==> src/rtl/recon_pkg.sv <==
// recon_pkg
//   Shared definitions for the partial-reconfiguration datapath: FSM state
//   encodings, status error codes, per-byte bit reversal for the ICAP port,
//   and tkeep qualification helpers (contiguity and popcount). The recon
//   controller uses the same helpers when it builds DMA descriptors.
package recon_pkg;

  // FSM state encodings (plain constants so older tooling can consume them)
  localparam logic [2:0] ST_IDLE  = 3'd0;
  localparam logic [2:0] ST_LOAD  = 3'd1;
  localparam logic [2:0] ST_SHIFT = 3'd2;
  localparam logic [2:0] ST_FLUSH = 3'd3;
  localparam logic [2:0] ST_DONE  = 3'd4;

  // Status error codes
  localparam logic [1:0] ERR_OK    = 2'b00;  // delivered length matched
  localparam logic [1:0] ERR_SHORT = 2'b01;  // tlast before commanded length
  localparam logic [1:0] ERR_LONG  = 2'b10;  // stream carried more than commanded
  localparam logic [1:0] ERR_KEEP  = 2'b11;  // tkeep not contiguous / not word multiple

  // Widest tkeep the helpers handle (DATA_WIDTH up to 1024 bits). Narrower
  // keeps are zero-extended by the caller.
  localparam int KEEP_MAX = 128;

  // Reverse bit order within one byte (ICAP expects bit-swapped bytes).
  function automatic logic [7:0] bit_rev8(input logic [7:0] b);
    logic [7:0] r;
    for (int i = 0; i < 8; i++) r[i] = b[7-i];
    return r;
  endfunction

  // Number of enabled bytes.
  function automatic logic [7:0] keep_popcount(input logic [KEEP_MAX-1:0] k);
    logic [7:0] pc;
    pc = '0;
    for (int i = 0; i < KEEP_MAX; i++) pc = pc + 8'(k[i]);
    return pc;
  endfunction

  // Keep is usable when it is a run of ones starting at bit 0 and covers a
  // whole number of 32-bit words. k & (k+1) is zero only for 0...01...1.
  function automatic logic keep_ok(input logic [KEEP_MAX-1:0] k);
    logic [KEEP_MAX-1:0] k1;
    logic [7:0]          pc;
    k1 = k + KEEP_MAX'(1);
    pc = keep_popcount(k);
    return ((k & k1) == '0) && (pc[1:0] == 2'b00);
  endfunction

endpackage

==> src/rtl/icap_stream_writer.sv <==
// icap_stream_writer
//   Consumes one length command, then serialises wide AXI-Stream beats of
//   partial bitstream into 32-bit ICAP writes. Delivered length is checked
//   against the commanded length; malformed frames are drained to tlast and
//   one status word is pulsed per command.
//
// Ports
//   clk, rst               clock, synchronous active-high reset
//   s_cmd_*                byte length command (low two bits ignored)
//   s_axis_*               bitstream stream, byte 0 in tdata[7:0]
//   icap_csib/rdwrb/i      ICAP write port (registered), icap_avail = ready
//   m_status_*             words written + error code, one-cycle valid pulse
//   busy                   high whenever a command is in progress
module icap_stream_writer
  import recon_pkg::*;
#(
  parameter int DATA_WIDTH = 512,
  parameter int KEEP_WIDTH = DATA_WIDTH/8,
  parameter int LEN_WIDTH  = 20,
  parameter bit BIT_SWAP   = 1'b1
) (
  input  logic                  clk,
  input  logic                  rst,
  input  logic [LEN_WIDTH-1:0]  s_cmd_len,
  input  logic                  s_cmd_valid,
  output logic                  s_cmd_ready,
  input  logic [DATA_WIDTH-1:0] s_axis_tdata,
  input  logic [KEEP_WIDTH-1:0] s_axis_tkeep,
  input  logic                  s_axis_tvalid,
  input  logic                  s_axis_tlast,
  output logic                  s_axis_tready,
  output logic                  icap_csib,
  output logic                  icap_rdwrb,
  output logic [31:0]           icap_i,
  input  logic                  icap_avail,
  output logic [LEN_WIDTH-3:0]  m_status_words,
  output logic [1:0]            m_status_error,
  output logic                  m_status_valid,
  output logic                  busy
);

  localparam int BEAT_WORDS = DATA_WIDTH/32;
  localparam int BW_W       = $clog2(BEAT_WORDS+1);
  localparam int SW_W       = LEN_WIDTH-2;

  logic [2:0]            state;
  logic [LEN_WIDTH-1:0]  remaining;   // bytes still expected, always word multiple
  logic [SW_W-1:0]       words;       // words written for this command
  logic [1:0]            err;
  logic [DATA_WIDTH-1:0] shreg;       // current beat, word 0 at the bottom
  logic [BW_W-1:0]       beat_words;  // words of the current beat not yet emitted
  logic                  beat_last;   // current beat carried tlast

  logic                  cmd_fire, beat_fire;
  logic [KEEP_MAX-1:0]   keep_ext;
  logic [7:0]            keep_pc;
  logic                  emit;
  logic [LEN_WIDTH-1:0]  rem_after;
  logic [LEN_WIDTH-1:0]  rem_eval;
  logic                  end_beat;
  logic                  overrun;
  logic [31:0]           emit_word;

  assign s_cmd_ready    = (state == ST_IDLE) && !rst;
  assign s_axis_tready  = ((state == ST_LOAD) || (state == ST_FLUSH)) && !rst;
  assign m_status_valid = (state == ST_DONE) && !rst;
  assign m_status_words = words;
  assign m_status_error = err;
  assign busy           = (state != ST_IDLE);
  assign icap_rdwrb     = 1'b0;

  assign cmd_fire  = s_cmd_valid && s_cmd_ready;
  assign beat_fire = s_axis_tvalid && s_axis_tready;

  always_comb begin
    keep_ext = '0;
    keep_ext[KEEP_WIDTH-1:0] = s_axis_tkeep;
  end
  assign keep_pc = keep_popcount(keep_ext);

  // While in SHIFT with words left, remaining is always non-zero: a beat is
  // only loaded with remaining > 0 and the state is left the moment it hits 0.
  assign emit      = (state == ST_SHIFT) && (beat_words != '0) && icap_avail;
  assign rem_after = remaining - LEN_WIDTH'(4);

  // The end-of-beat decision is taken in the same cycle as the last word so
  // a full beat costs exactly BEAT_WORDS shift cycles plus its LOAD cycle.
  // A zero-word beat (tkeep all clear) decides immediately on remaining.
  assign rem_eval = (beat_words == '0) ? remaining : rem_after;
  assign end_beat = (state == ST_SHIFT) &&
                    ((beat_words == '0) || (emit && (beat_words == BW_W'(1))));
  assign overrun  = emit && (beat_words > BW_W'(1)) && (rem_after == '0);

  // Byte 0 goes to the most significant lane of the ICAP word.
  always_comb begin
    emit_word = '0;
    for (int i = 0; i < 4; i++) begin
      if (BIT_SWAP) emit_word[31-8*i -: 8] = bit_rev8(shreg[8*i +: 8]);
      else          emit_word[31-8*i -: 8] = shreg[8*i +: 8];
    end
  end

  always_ff @(posedge clk) begin
    if (rst) begin
      state      <= ST_IDLE;
      remaining  <= '0;
      words      <= '0;
      err        <= ERR_OK;
      shreg      <= '0;
      beat_words <= '0;
      beat_last  <= 1'b0;
      icap_csib  <= 1'b1;
      icap_i     <= '0;
    end else begin
      // ICAP port: csib low exactly for the cycle after each emitted word;
      // icap_i holds its last value otherwise.
      icap_csib <= ~emit;
      if (emit) icap_i <= emit_word;

      case (state)
        ST_IDLE: begin
          if (cmd_fire) begin
            remaining <= {s_cmd_len[LEN_WIDTH-1:2], 2'b00};
            words     <= '0;
            err       <= ERR_OK;
            state     <= (s_cmd_len[LEN_WIDTH-1:2] == '0) ? ST_DONE : ST_LOAD;
          end
        end

        ST_LOAD: begin
          if (beat_fire) begin
            if (!keep_ok(keep_ext)) begin
              if (err == ERR_OK) err <= ERR_KEEP;
              state <= s_axis_tlast ? ST_DONE : ST_FLUSH;
            end else begin
              shreg      <= s_axis_tdata;
              beat_words <= BW_W'(keep_pc >> 2);
              beat_last  <= s_axis_tlast;
              state      <= ST_SHIFT;
            end
          end
        end

        ST_SHIFT: begin
          if (emit) begin
            shreg      <= shreg >> 32;
            words      <= words + SW_W'(1);
            remaining  <= rem_after;
            beat_words <= beat_words - BW_W'(1);
          end
          if (end_beat) begin
            if (beat_last) begin
              if ((rem_eval != '0) && (err == ERR_OK)) err <= ERR_SHORT;
              state <= ST_DONE;
            end else if (rem_eval == '0) begin
              // length satisfied but the transfer keeps going
              if (err == ERR_OK) err <= ERR_LONG;
              state <= ST_FLUSH;
            end else begin
              state <= ST_LOAD;
            end
          end else if (overrun) begin
            // commanded length reached mid-beat: drop the rest of the beat
            if (err == ERR_OK) err <= ERR_LONG;
            state <= beat_last ? ST_DONE : ST_FLUSH;
          end
        end

        ST_FLUSH: begin
          if (beat_fire && s_axis_tlast) state <= ST_DONE;
        end

        ST_DONE: begin
          state <= ST_IDLE;
        end

        default: state <= ST_IDLE;
      endcase
    end
  end

endmodule

==> config.mk <==
export PLATFORM = sky130hd
export DESIGN_NAME = icap_stream_writer
export DESIGN_NICKNAME = d
export VERILOG_FILES = /design/src/rtl/recon_pkg.sv /design/src/rtl/icap_stream_writer.sv
export SDC_FILE = /design/constraint.sdc
export NUM_CORES = 2
export LEC_CHECK = 0
export CAP_MARGIN = 5
export CORE_MARGIN = 4
export CORE_UTILIZATION = 50
export DETAILED_ROUTE_END_ITERATION = 10
export GPL_ROUTABILITY_DRIVEN = 0
export PLACE_DENSITY_LB_ADDON = 0.05
export SLEW_MARGIN = 20
export SYNTH_ARGS = -nofsm -noshare
export SYNTH_HDL_FRONTEND = slang
export SYNTH_SLANG_ARGS = --single-unit
==> constraint.sdc <==
create_clock -name clk -period 11.5 [get_ports clk]
set_clock_uncertainty 0.05 [all_clocks]
set_input_delay 2.3 -clock clk [delete_from_list [all_inputs] [get_ports clk]]
set_output_delay 2.3 -clock clk [all_outputs]
set_load 0.005 [all_outputs]
=== After elaboration in Yosys (flattened, before gate mapping) ===
Cells that the tools add are included.
W data, S select, Z words.

* Word-level logic and storage cells: 168
* Flip-flop bits (word level): 594

* Magnitude comparators: 1
* Reduce and logical (&&, ||, !) cells: 36
* Muxes and demuxes: 38
* $add $sub $neg: 67
* Equality and inequality tests: 15
* Bitwise gates (word level): 2

{| class="wikitable"
|+ Operator list
! kind !! number
|-
| $mux W512 || 3
|-
| $pmux W512 S2 || 1
|-
| $add A7 B1 Y7 || 57
|-
| $logic_not A128 Y1 || 1
|-
| $add A64 B1 Y65 const B || 1
|-
| $and A64 B65 Y65 || 1
|-
| $mux W20 || 3
|-
| $logic_not A20 Y1 || 2
|-
| $pmux W20 S2 || 1
|-
| $mux W18 || 2
|-
| $pmux W18 S2 || 1
|-
| $mux W3 || 10
|-
| $mux W2 || 11
|-
| $reduce_bool A20 Y1 || 1
|-
| $sub A20 B3 Y20 const B || 1
|-
| $add A18 B1 Y18 const B || 1
|-
| $logic_not A18 Y1 || 1
|-
| $mux W5 || 3
|-
| $logic_and A1 B1 Y1 || 14
|-
| $pmux W3 S4 || 1
|-
| $pmux W5 S2 || 1
|-
| $ne A2 B2 Y1 const B || 4
|-
| $ne A4 B3 Y1 const B || 2
|-
| $reduce_and A4 Y1 || 2
|-
| other kinds (26) || 34
|}

=== Longest topological paths before layout ===
* Depth in word-level cells: 68
* Depth in mapped cells: 31
* Gate-level depth less buffers: 26

=== Worst setup path before layout ===
No wires, ideal clock.

* Path kind: in2reg
* Start: input port s_axis_tkeep[47]
* End: register shreg[182]
* Stages on the path: 31
* Arrival: 9,358 ps
* Setup slack: 1,946 ps
* Buffers on the path: 5
* Data required time: 11,304 ps
* Cells stage by stage: fa_1 -> inv_1 -> fa_1 -> fa_1 -> inv_1 -> fa_1 -> inv_1 -> fa_1 -> inv_1 -> fa_1 -> inv_1 -> fa_1 -> fa_1 -> inv_1 -> ha_1 -> inv_1 -> fa_1 -> or3b_2 -> a221oi_1 -> nand4_1 -> nor4_1 -> nand4_1 -> nor4_2 -> and4b_1 -> buf_4 -> or2_1 -> buf_4 -> buf_6 -> buf_12 -> buf_12 -> a211oi_2

* Longest elaborated chain between the ends: 21
* Elaborated cells between the ends (all ways): 24
* Classes of those cells: add/sub (18); eq/ne (1); bitwise (1); reduce/logical (4)

{| class="wikitable"
|+ RTL lines
! what !! RTL line !! text
|-
| from (decl) || icap_stream_writer.sv:28 || <nowiki>input logic [KEEP_WIDTH-1:0] s_axis_tkeep,</nowiki>
|-
| $add A7 B1 Y7 (17 in series) || recon_pkg.sv:36 || <nowiki>for (int i = 0; i < KEEP_MAX; i++) pc = pc + 8'(k[i]);</nowiki>
|-
| $logic_not A2 Y1 || recon_pkg.sv:47 || <nowiki>return ((k & k1) == '0) && (pc[1:0] == 2'b00);</nowiki>
|-
| $logic_and A1 B1 Y1 * || recon_pkg.sv:47 ||
|-
| $ne A2 B1 Y1 (no line) * || n/a ||
|-
| $reduce_and A4 Y1 (no line) * || n/a ||
|-
| to (signal assigned) || icap_stream_writer.sv:136 || <nowiki>shreg <= s_axis_tdata;</nowiki>
|-
| to (signal assigned) || icap_stream_writer.sv:146 || <nowiki>shreg <= shreg >> 32;</nowiki>
|-
| to (decl) || icap_stream_writer.sv:50 || <nowiki>logic [DATA_WIDTH-1:0] shreg;</nowiki>
|}

Every way passes the cells marked *; elsewhere a longest branch is shown, timed or not.
A chain may end at the register's enable or synchronous reset.

=== Worst setup path in the final report ===
* Start: input port s_axis_tkeep[7]
* End: register shreg[1]

* Longest elaborated chain between the ends: 61
* Elaborated cells between the ends (all ways): 64
* Classes of those cells: add/sub (58); eq/ne (1); bitwise (1); reduce/logical (4)

{| class="wikitable"
|+ RTL lines
! what !! RTL line
|-
| $add A7 B1 Y7 (57 in series) || recon_pkg.sv:36
|-
| $logic_not A2 Y1 || recon_pkg.sv:47
|-
| $logic_and A1 B1 Y1 * || recon_pkg.sv:47
|-
| $ne A2 B1 Y1 (no line) * || n/a
|-
| $reduce_and A4 Y1 (no line) * || n/a
|}

Marked as above.

==> results.py <==
metrics = {
    "floorplan": {
        "std_cell_rows": 91,
        "initial_core_util": 0.508,
        "die_width_um": 259,
        "core_area_um2": 61900,
        "ioPinCount": 660,
        "die_h_um": 259,
        "die-area_um2": 67000,
    },
    "route": {
        "viasPerCell": 5.91,
        "drt-pass1-iter-count": 6,
        "drt_wl_total_um": 106000,
        "avgRoutedWirePerCell_um": 23.2,
        "postRouteAntennaNets": 0,
        "drt_iter0_markers": 2183,
        "drc": 0,
        "vias": 27100,
    },
    "sta": {
        "max_freq_mhz": 93.3,
        "slew_headroom": 0.247,
        "worst_slack_ns": 0.787,
        "fin_crit_sh": 0.932,
        "rsz0062_at_grt": "no",
        "setup_violations": 0,
        "hold_viol_final": 0,
        "min_period_ns": 10.71,
        "drv_slew": 0,
        "tns_ns": 0,
        "finalHoldWorstSlack_ns": 0.403,
        "tightest_slew_ns": 1.13,
    },
    "min_path": {
        "min_from": "shreg[14]",
        "min_path_type": "flip-flop to flip-flop",
        "hold_end": "icap_i[17]",
        "hold_depth": 2,
    },
    "worst_setup_path": {
        "cp_top_family": "adder cells",
        "crit_fanout": 82,
        "rr_worst_depth": 6,
        "timing.critical_path.buf_inv": 8,
        "rr_endpoint": "shreg[250]",
        "max_stage_delay_ns": 0.58,
        "worst-r2r-setup-slack_ns": 6.94,
        "crit_slowest_cell": "clkdlybuf4s50_1",
        "r2r_start": "state[1]",
        "worst-setup-path-type": "input port to flip-flop",
        "crit_path_end_kind": "flip-flop",
        "cp.depth": 27,
        "path_common_cell": "fa_1",
        "worstPathRequired_ns": 11.96,
        "cp-start-kind": "input port",
        "arrival_ns": 11.17,
    },
    "clock_tree": {
        "cts_made_buffers": 66,
        "cts_tree": "done",
        "cts_hold_buf": 0,
        "clock_latency_ns": 0.60,
        "cts-resized-gates": 0,
        "cts_sinks": 592,
        "cts_root_buf": "clkbuf_16",
        "cts.path.max_buffers": 3,
        "cts_setup_buffers": 0,
        "clk_pin_slew_ns": 0.06,
        "htree_num_levels": 3,
    },
    "placement": {
        "portBuffers": 656,
        "dp_hpwl_um": 76300,
        "dp.cells": 4441,
        "dp_slack_ns": 0.186,
        "dpl-instance-area_um2": 37900,
    },
    "power_and_ir_drop": {
        "total_power_mw": 6.43,
        "combinationalPowerShare": 0.333,
        "leakage_nw": 12.7,
        "peakVddDrop_uv": 549,
        "p_sw_mw": 2.00,
        "clkPwrFrac": 0.345,
        "power_frac_seq": 0.322,
        "power_density_nw_per_um2": 160,
        "power.internal_mw": 4.43,
        "switching_share": 0.311,
    },
    "yosys": {
        "ys_types": 70,
        "syn_area_per_cell_um2": 9.78,
        "synth-xor-area-share": 0.00501,
        "synth_compound_area_frac": 0.200,
        "seq_area_frac_synth": 0.377,
        "ys_ff_latch": 592,
        "synthFlopType": "dfxtp_1",
        "synth_cells": 3215,
        "synth_fa_ha_area_frac": 0.0431,
        "ys_warn_count": 0,
        "synthMuxAreaShare": 0.154,
        "syn_nets": 3893,
        "synth_edf_count": 0,
        "postSynth.asyncResetShare": 0,
        "synth_top_family_by_area": "compound AO/OA/AOI/OAI gates",
        "syn_area_um2": 31400,
        "yosys.area_share.simple": 0.149,
    },
    "outcome": {
        "status": "completed",
    },
    "global_routing": {
        "grt_usage": 0.300,
        "grt-ovfl-total": 0,
        "antenna_found_initial": 40,
        "grt_pass1_vias": 27100,
        "grt_max_degree": 218,
        "grt_pass1_wl_um": 160000,
    },
    "layout": {
        "multi_input_area_um2": 17400,
        "area_growth_pct": 28.0,
        "fin_nets": 4350,
        "seqCellArea_um2": 11900,
        "layout.cells.non_filler": 4591,
        "drive_gt1_frac": 0.125,
        "design_area_um2": 40300,
        "nFillCells": 5154,
        "final_util": 0.650,
    },
    "flow_run": {
        "maxCapViolCount": 0,
    },
}
==> worst max-delay path by stage <==
stage | slack [ns] | startpoint | to
3_3_place_gp | 0.34 | s_axis_tkeep[7] | shreg[81]
3_5_place_dp | 0.19 | s_axis_tkeep[7] | shreg[1]
6_report | 0.79 | s_axis_tkeep[7] | shreg[1]
4_1_cts | 0.79 | s_axis_tkeep[7] | shreg[1]
5_1_grt | 0.38 | s_axis_tkeep[7] | shreg[1]
2_1_floorplan | 1.95 | s_axis_tkeep[47] | shreg[182]
==> metal layers <==
layer | vias to the layer above | routed length, um | GRT usage
met1 | 13000 | 43200 | 0.375
met3 | 235 | 7850 | 0.0767
met4 | 20 | 3390 | 0.106
met5 | - | 138 | 0
met2 | 959 | 51800 | 0.507
li1 | 12900 | - | -
==> cell type report <==
type / instances / area share
timing repair buffer: 707 / 0.180
clock inverter: 19 / 0.00721
tap: 837 / 0.0260
clock buffer: 100 / 0.0492
antenna: 31 / 0.00193
multi-input combinational: 2202 / 0.432
inverter: 103 / 0.00960
sequential: 592 / 0.294
==> layout by cell type (no fill, tap or decap), types with 15 or more instances in the layout <==
cell type	instances
a211oi_2	287
nand3b_1	34
dfxtp_1	592
clkdlybuf4s50_1	655
nor4_1	16
a211oi_1	202
nor3_1	506
inv_1	102
mux2i_1	483
buf_4	28
clkbuf_16	67
nand3_1	38
nand4_1	38
clkbuf_1	15
fa_1	54
nand2_1	192
a21oi_1	73
diode_2	31
ha_1	22
nor2_1	68
clkbuf_8	18
buf_12	23
o21ai_0	42
==> state kept, by name (all words and copies together), names as in the netlist <==
name / flops
icap_csib: 1
m_status_words: 18
icap_i: 32
state: 3
remaining: 18
beat_last: 1
shreg: 512
m_status_error: 2
beat_words: 5
==> power groups by stage <==
stage / Clock (mW) / Sequential, mW / Combinational (mW)
floorplan: 0 / 2.11 / 1.59
CTS: 2.25 / 2.07 / 2.17
finish: 2.21 / 2.07 / 2.14
global placement: 0 / 2.11 / 2.12
detailed placement: 0 / 2.11 / 2.15
global route: 2.33 / 2.07 / 2.47
==> synth_stat cells, drive strengths merged (6+ instances only) <==
master / instances / area (um^2)
fa: 54 / 1080
ha: 22 / 275
o22ai: 6 / 37.5
xnor2: 6 / 52.6
dfxtp: 592 / 11900
a22oi: 12 / 90.1
clkbuf: 192 / 721
mux2i: 483 / 4830
nor2: 69 / 259
inv: 102 / 383
nand3b: 34 / 255
o21ai: 42 / 210
xor2: 12 / 105
a211oi: 489 / 5110
nand2b: 7 / 43.8
nor3: 507 / 2550
o31ai: 13 / 97.6
nand4: 40 / 263
nand3: 39 / 200
nor4: 21 / 165
nand2: 193 / 724
buf: 126 / 1150
a21oi: 73 / 365
==> cells by family (layout without fill, tap and decap cells) <==
family,after synthesis,in the layout
AO/OA/AOI/OAI,680,680
XOR/XNOR,18,18
adder cells (fa/ha/maj),76,76
buffers and inverters,421,929
flip-flops,592,592
multiplexers,483,483
other,1,32
AND/OR/NAND/NOR,944,944
==> worst reg2reg max path, stage by stage, from the launching register on <==
cell and delay [ns]:
dfxtp_1 0.61, nor3b_2 0.38, buf_12 0.80, buf_4 1.03
buf_12 0.64, mux2i_1 0.78, a211oi_2 0.13
(Power assumes the default switching activity.)
